$ cat src/rtl/spi_master_ctrl.sv
// SPI master: serialises {cmd, payload} frames onto SS_n/MOSI and, for read-data
// commands, captures the slave's reply byte from MISO after a fixed turnaround.
// state    | meaning
// ST_IDLE  | SS_n high, ready for a command
// ST_SEL   | SS_n low, first (select) bit on MOSI
// ST_SHIFT | frame bits out MSB first
// ST_WAIT  | slave read turnaround, MOSI low
// ST_RECV  | MISO captured MSB first
// ST_GAP   | SS_n high between frames
`timescale 1ns/1ps
module spi_master_ctrl #(
   parameter int ADDR_SIZE  = 8,
   parameter int RD_LATENCY = 2,
   parameter int GAP_CYCLES = 1
) (
   input  logic                 clk,
   input  logic                 rst,
   input  logic                 req_valid,
   output logic                 req_ready,
   input  logic [1:0]           req_cmd,
   input  logic [ADDR_SIZE-1:0] req_data,
   output logic                 rsp_valid,
   output logic [ADDR_SIZE-1:0] rsp_data,
   output logic                 busy,
   output logic                 SS_n,
   output logic                 MOSI,
   input  logic                 MISO
);

   localparam int FRAME_W = ADDR_SIZE + 2;
   localparam int CNT_W   = 16;
   localparam logic [CNT_W-1:0] SHIFT_LAST = CNT_W'(FRAME_W - 1);
   localparam logic [CNT_W-1:0] WAIT_LAST  = CNT_W'((RD_LATENCY > 0) ? RD_LATENCY - 1 : 0);
   localparam logic [CNT_W-1:0] RECV_LAST  = CNT_W'(ADDR_SIZE - 1);
   localparam logic [CNT_W-1:0] GAP_LAST   = CNT_W'((GAP_CYCLES > 0) ? GAP_CYCLES - 1 : 0);

   typedef enum logic [2:0] {
      ST_IDLE,
      ST_SEL,
      ST_SHIFT,
      ST_WAIT,
      ST_RECV,
      ST_GAP
   } state_t;

   state_t                 state_q, state_d;
   logic [CNT_W-1:0]       cnt_q, cnt_d;
   logic [FRAME_W-1:0]     frame_q, frame_d;
   logic                   rd_q, rd_d;
   logic [ADDR_SIZE-1:0]   rx_q, rx_d;
   logic [ADDR_SIZE-1:0]   rsp_data_q, rsp_data_d;
   logic                   rsp_valid_q, rsp_valid_d;
   logic                   ss_n_c;
   logic                   mosi_c;

   assign req_ready = (state_q == ST_IDLE) && !rst;
   assign busy      = (state_q != ST_IDLE);
   assign rsp_valid = rsp_valid_q;
   assign rsp_data  = rsp_data_q;
   assign SS_n      = ss_n_c;
   assign MOSI      = mosi_c;

   always_comb begin
      state_d     = state_q;
      cnt_d       = cnt_q;
      frame_d     = frame_q;
      rd_d        = rd_q;
      rx_d        = rx_q;
      rsp_data_d  = rsp_data_q;
      rsp_valid_d = 1'b0;
      ss_n_c      = 1'b1;
      mosi_c      = 1'b0;
      case (state_q)
         ST_IDLE: begin
            if (req_valid && req_ready) begin
               frame_d = {req_cmd, req_data};
               rd_d    = (req_cmd == 2'b11);
               state_d = ST_SEL;
            end
         end
         ST_SEL: begin
            ss_n_c  = 1'b0;
            mosi_c  = frame_q[FRAME_W-1];
            cnt_d   = SHIFT_LAST;
            state_d = ST_SHIFT;
         end
         ST_SHIFT: begin
            ss_n_c  = 1'b0;
            mosi_c  = frame_q[FRAME_W-1];
            frame_d = {frame_q[FRAME_W-2:0], 1'b0};
            if (cnt_q == '0) begin
               if (!rd_q) begin
                  cnt_d   = GAP_LAST;
                  state_d = ST_GAP;
               end else if (RD_LATENCY > 0) begin
                  cnt_d   = WAIT_LAST;
                  state_d = ST_WAIT;
               end else begin
                  cnt_d   = RECV_LAST;
                  state_d = ST_RECV;
               end
            end else begin
               cnt_d = cnt_q - 1'b1;
            end
         end
         ST_WAIT: begin
            ss_n_c = 1'b0;
            if (cnt_q == '0) begin
               cnt_d   = RECV_LAST;
               state_d = ST_RECV;
            end else begin
               cnt_d = cnt_q - 1'b1;
            end
         end
         ST_RECV: begin
            ss_n_c = 1'b0;
            rx_d   = {rx_q[ADDR_SIZE-2:0], MISO};
            if (cnt_q == '0) begin
               // publish the full byte together with SS_n release
               rsp_data_d  = {rx_q[ADDR_SIZE-2:0], MISO};
               rsp_valid_d = 1'b1;
               cnt_d       = GAP_LAST;
               state_d     = ST_GAP;
            end else begin
               cnt_d = cnt_q - 1'b1;
            end
         end
         ST_GAP: begin
            if (cnt_q == '0) begin
               state_d = ST_IDLE;
            end else begin
               cnt_d = cnt_q - 1'b1;
            end
         end
         default: state_d = ST_IDLE;
      endcase
   end

   always_ff @(posedge clk) begin
      if (rst) begin
         state_q     <= ST_IDLE;
         cnt_q       <= '0;
         frame_q     <= '0;
         rd_q        <= 1'b0;
         rx_q        <= '0;
         rsp_data_q  <= '0;
         rsp_valid_q <= 1'b0;
      end else begin
         state_q     <= state_d;
         cnt_q       <= cnt_d;
         frame_q     <= frame_d;
         rd_q        <= rd_d;
         rx_q        <= rx_d;
         rsp_data_q  <= rsp_data_d;
         rsp_valid_q <= rsp_valid_d;
      end
   end

endmodule

$ cat config.mk
export PLATFORM = sky130hd
export DESIGN_NAME = spi_master_ctrl
export DESIGN_NICKNAME = d
export VERILOG_FILES = /design/src/rtl/spi_master_ctrl.sv
export SDC_FILE = /design/constraint.sdc
export NUM_CORES = 1
export LEC_CHECK = 0
export ABC_AREA = 0
export CORE_MARGIN = 4
export CORE_UTILIZATION = 45
export CTS_BUF_LIST = sky130_fd_sc_hd__clkbuf_4
export CTS_CLUSTER_DIAMETER = 50
export CTS_CLUSTER_SIZE = 10
export DETAILED_ROUTE_END_ITERATION = 7
export PLACE_DENSITY = 0.77
export REMOVE_ABC_BUFFERS = 1
export SKIP_CTS_REPAIR_TIMING = 1
export SLEW_MARGIN = 20
export SYNTH_ARGS = -nofsm -noshare
export SYNTH_HDL_FRONTEND = slang
export SYNTH_SLANG_ARGS = --single-unit
$ cat constraint.sdc
create_clock -name clk -period 2.2 [get_ports clk]
set_input_delay 0.22 -clock clk [delete_from_list [all_inputs] [get_ports clk]]
set_output_delay 0.22 -clock clk [all_outputs]
set_load 0.05 [all_outputs]
After elaboration in Yosys (flattened, before gate mapping)

Index checks and enable logic that the tools add are counted.

Bitwise gates (word level): 1
Add/sub/neg operators: 1
Reduce and logical (&&, ||, !) cells: 16
Eq/ne operators: 12
Multiplexer cells: 18

Operators with widths:

| cell                                                   | count |
|---|---|
| one-hot mux 16 bit (5 select lines)                    | 1 |
| two-way mux 16 bit                                     | 4 |
| one-hot mux 10 bit (2 select lines)                    | 1 |
| two-way mux 3 bit                                      | 6 |
| one-hot mux 3 bit (6 select lines)                     | 1 |
| logical NOT 16 bit                                     | 1 |
| subtractor 16 x 1 -> 16 bit (second input constant)    | 1 |
| two-way mux 10 bit                                     | 1 |
| inequality test 2 bit (second input constant)          | 5 |
| AND reduction 2 bit                                    | 4 |
| == test 3 x 2 -> 1 bit (second input constant)         | 2 |
| == test 3 bit (second input constant)                  | 2 |
| AND reduction 5 bit                                    | 1 |
| nonzero test 5 bit                                     | 1 |
| two-way mux 1 bit                                      | 4 |
| OR reduction 2 bit                                     | 2 |
| OR reduction 4 bit                                     | 1 |
| == test 3 x 1 -> 1 bit (second input constant)         | 1 |
| logical NOT 3 bit                                      | 1 |
| nonzero test 3 bit                                     | 1 |
| == test 2 bit (second input constant)                  | 1 |
| logical AND 1 bit                                      | 2 |
| inequality test 2 x 1 -> 1 bit (second input constant) | 1 |
| nonzero test 2 bit                                     | 1 |
| 2 further kinds                                        | 2 |

Word-level logic and storage cells: 55
Input bits: 14
Register bits after elaboration: 46

Depth between registers and ports, before layout

Word-level depth: 5
Depth in mapped cells: 8

Worst setup path before layout

Ideal clock, no wire load.

Path type: reg2reg
Start: register state_q[2]
End: register frame_q[9]
Setup slack: 21 ps
Setup time: 91 ps
Arrival time: 2088 ps
Stages on the path, launching flop included: 8
Path buffers: 2
Path through: dfxtp_1 -> clkbuf_1 -> nor3_1 -> inv_1 -> nor2_1 -> buf_2 -> nand3_1 -> a311oi_1

Longest elaborated chain between the ends: 5
Elaborated cells on any way between the ends: 8
Classes of those cells: 2 x eq/ne; 1 x mux; 5 x reduce/logical

Ends and longest elaborated chain:

| item                                            | RTL line | source |
|---|---|---|
| start, declared                                 | 46       | `state_t state_q, state_d;` |
| start signal, assigned                          | 149      | `state_q <= state_d;` |
| logical NOT 3 bit                               | 56       | `assign req_ready = (state_q == ST_IDLE) && !rst;` |
| logical AND 1 bit                               | 56       |  |
| named net req_ready                             | 19       | `output logic req_ready,` |
| logical AND 1 bit                               | 75       | `if (req_valid && req_ready) begin` |
| inequality test 2 x 1 -> 1 bit (no source line) | --       |  |
| AND reduction 2 bit (no source line)            | --       |  |
| end signal, assigned                            | 151      | `frame_q <= frame_d;` |
| end, declared                                   | 48       | `logic [FRAME_W-1:0] frame_q, frame_d;` |

The timed path passes the listed nets, and every way through them passes these cells.
A chain may end at the register's enable or synchronous reset.

Worst setup path in the final report

Start: register state_q[1]
End: output SS_n

Longest elaborated chain between the ends: 3
Elaborated cells on any way between the ends: 6
Classes of those cells: 4 x eq/ne; 1 x mux; 1 x reduce/logical

Ends and longest elaborated chain:

| item                                    | RTL line | source |
|---|---|---|
| == test 3 bit (tied with other cells)   | 73       | `case (state_q)` |
| OR reduction 4 bit (no source line) (*) | --       |  |
| two-way mux 1 bit (*)                   | 73       |  |
| end, declared                           | 25       | `output logic SS_n,` |

Every way passes the cells marked *; elsewhere a longest branch is shown, timed or not.

==> impl_metrics.ini <==
[hold_path]
worst_hold_startpoint = req_data[0]
hp-class = in -> reg

[layout]
diodes = 0
area_delta_synth_final_pct = 19.51
drive_gt1_share_pct = 10.48
final_util_pct = 56.37
instances_no_fill = 382
nNetsFinal = 330

[cts]
clock_sinks = 46
cts_buffers = 5
root_buffer = clkbuf_4
clk_pin_slew_worst_paths_ns = 0.15
cts_max_path_buffers = 2
ctsHtreeMaxLevel = 2
clock_latency_ns = 0.37
cts_tree = yes

[logic_synthesis]
ys_types = 45
yosys-top-cells-area = dfxtp_1, nand2_1, a21oi_1
synth_most_common_cell = dfxtp_1
synth_top_area_share_pct = 40.80
synth_edf_count = 0
yosysTopAreaCell = dfxtp_1
syn-cell-area_um2 = 2257
netlist_top_cells_count = dfxtp_1, nand2_1, a21oi_1
async_reset_ff_share_pct = 0
synth_seq_cells = 46
netlist_instances = 288
seq_area_frac_synth_pct = 40.80
synth_top_flop_cell = dfxtp_1
avgSynthCellArea_um2 = 7.837
yosys_warnings = 0

[placed_design]
dpl.hpwl_um = 3401
portBuffers = 26
dp_cells = 374
gp_congestion = 0.9096

[sta]
setup_violations = 0
period_minus_slack_ns = 2.010
worst_pin_slew_ns = 0.6089
max_slew_margin_pct = 59.41
rsz0062_at_grt = false
holdWs_ns = 0.4052
maxClockFrequency_ghz = 0.4976
tns_ns = 0
fin_skew_ns = 0.01578
slew_viol_final = 0
fin_crit_sh_pct = 91.35
finalHoldViolCount = 0

[global_routing]
grt_pass1_wl_um = 8397
grt_antenna_before_repair = 0
grt_max_degree = 26
grt_usage_pct = 16.40
gr-total-overflow = 0
grt_pass1_vias = 1898

[drt]
drc = 0
drt_iter0_markers = 152
ant_nets = 0
via_per_inst = 5.445
vias = 2080
post_drt_wl_per_cell_um = 12.65
wl_um = 4831
dr.pass1.iters = 4

[power]
p_per_area_nw_per_um2 = 1701
leakage_nw = 0.9493
power_mw = 4.589
ir_worst_vdd_mv = 1.098

[setup_path]
cp-startpoint = state_q[1]
crit_type = reg -> out
critical-path-top-delay-family = buffers and inverters
end_kind = output pin
slowest_stage = nor2_1
cp.buffers_inverters = 3
critPathRequiredTime_ns = 1.98
cp.arrival_ns = 1.79
crit_path_cell_trace = buf_4, o21a_1, nor2_1, inv_1, buf_12
critPathMaxFanout = 11
max_stage_delay_ns = 0.35
timing.rr.start = cnt_q[2]
critPathLaunchType = flip-flop

[die]
num_rows = 25
initial_core_util_pct = 47.16
io_pins = 27
die-width_um = 78.83
die_y_um = 78.83
core_um2 = 4786
die_area_um2 = 6213

[job]
drv_cap = 0

[outcome]
status = completed
layout by cell type (no fill, tap or decap), types with 2 or more instances in the layout:
| master | instances |
|---|---|
| a21oi_1 | 26 |
| a221oi_1 | 2 |
| a311oi_1 | 9 |
| and2_1 | 2 |
| buf_12 | 2 |
| buf_4 | 13 |
| clkbuf_4 | 5 |
| clkdlybuf4s50_1 | 22 |
| dfxtp_1 | 46 |
| ha_1 | 2 |
| inv_1 | 10 |
| mux2i_1 | 2 |
| nand2_1 | 45 |
| nand2b_1 | 2 |
| nand3_1 | 25 |
| nand3b_1 | 3 |
| nor2_1 | 21 |
| nor2b_1 | 4 |
| nor3_1 | 13 |
| nor3b_1 | 2 |
| o211ai_1 | 6 |
| o21ai_0 | 5 |
| o221ai_1 | 2 |
| o31ai_1 | 3 |
| or2_2 | 2 |
| or3_1 | 8 |
| or4_4 | 3 |
| xnor2_1 | 7 |
layout make-up:
cell class	count	area (um^2)
multi-input combinational	213	1222
sequential	46	920.9
tap	67	83.83
clock inverter	3	25.02
inverter	10	37.54
timing repair buffer	38	370.4
clock buffer	5	37.54
fill	438	2088
worst min-delay path: stages:
cell and delay [ns]:
clkdlybuf4s50_1 0.40, nand3_1 0.06, a21boi_0 0.06
cells by family after synthesis:
family,share of synthesized area [%]
AO/OA/AOI/OAI,19.29
adder cells (fa/ha/maj),1.108
flip-flops,40.80
multiplexers,0.8870
XOR/XNOR,3.104
buffers and inverters,5.044
AND/OR/NAND/NOR,29.77
final timing paths:
check        slack, ns           to  cells after the start
max               0.19         SS_n                      5
min               0.41   frame_q[0]                      3
max reg2reg       0.25    cnt_q[15]                      5
min reg2reg       0.46  rsp_data[7]                      2
power breakdown:
group / total [mW] / internal (mW) / switching, mW
clock: 0.425 / 0.131 / 0.294
sequential: 1.26 / 1.06 / 0.203
combinational: 2.90 / 1.19 / 1.71
registers in the layout, summed over array words and instances (netlist names):
| register | cells |
|---|---|
| frame_q | 10 |
| rsp_valid | 1 |
| rd_q | 1 |
| cnt_q | 16 |
| rx_q | 7 |
| state_q | 3 |
| rsp_data | 8 |
routing by layer:
layer,GRT usage [%],share of wire (%),vias to the layer above,wire length (um)
met1,22.71,48,919,2342
met2,24.87,44,67,2132
li1,-,-,1082,-
met4,6.529,1.5,0,71
met5,0,0,-,0
met3,3.515,5.9,12,284
through the flow:
stage	cell area [um^2]	worst slack (ns)
after CTS	2695	0.07611
after floorplan	2181	-0.8701
after global routing	2698	0.1003
final	2698	0.1904
after detailed placement	2633	0.2599
after global placement	2633	0.2985
Note: power is estimated with default switching activity, not from simulation.
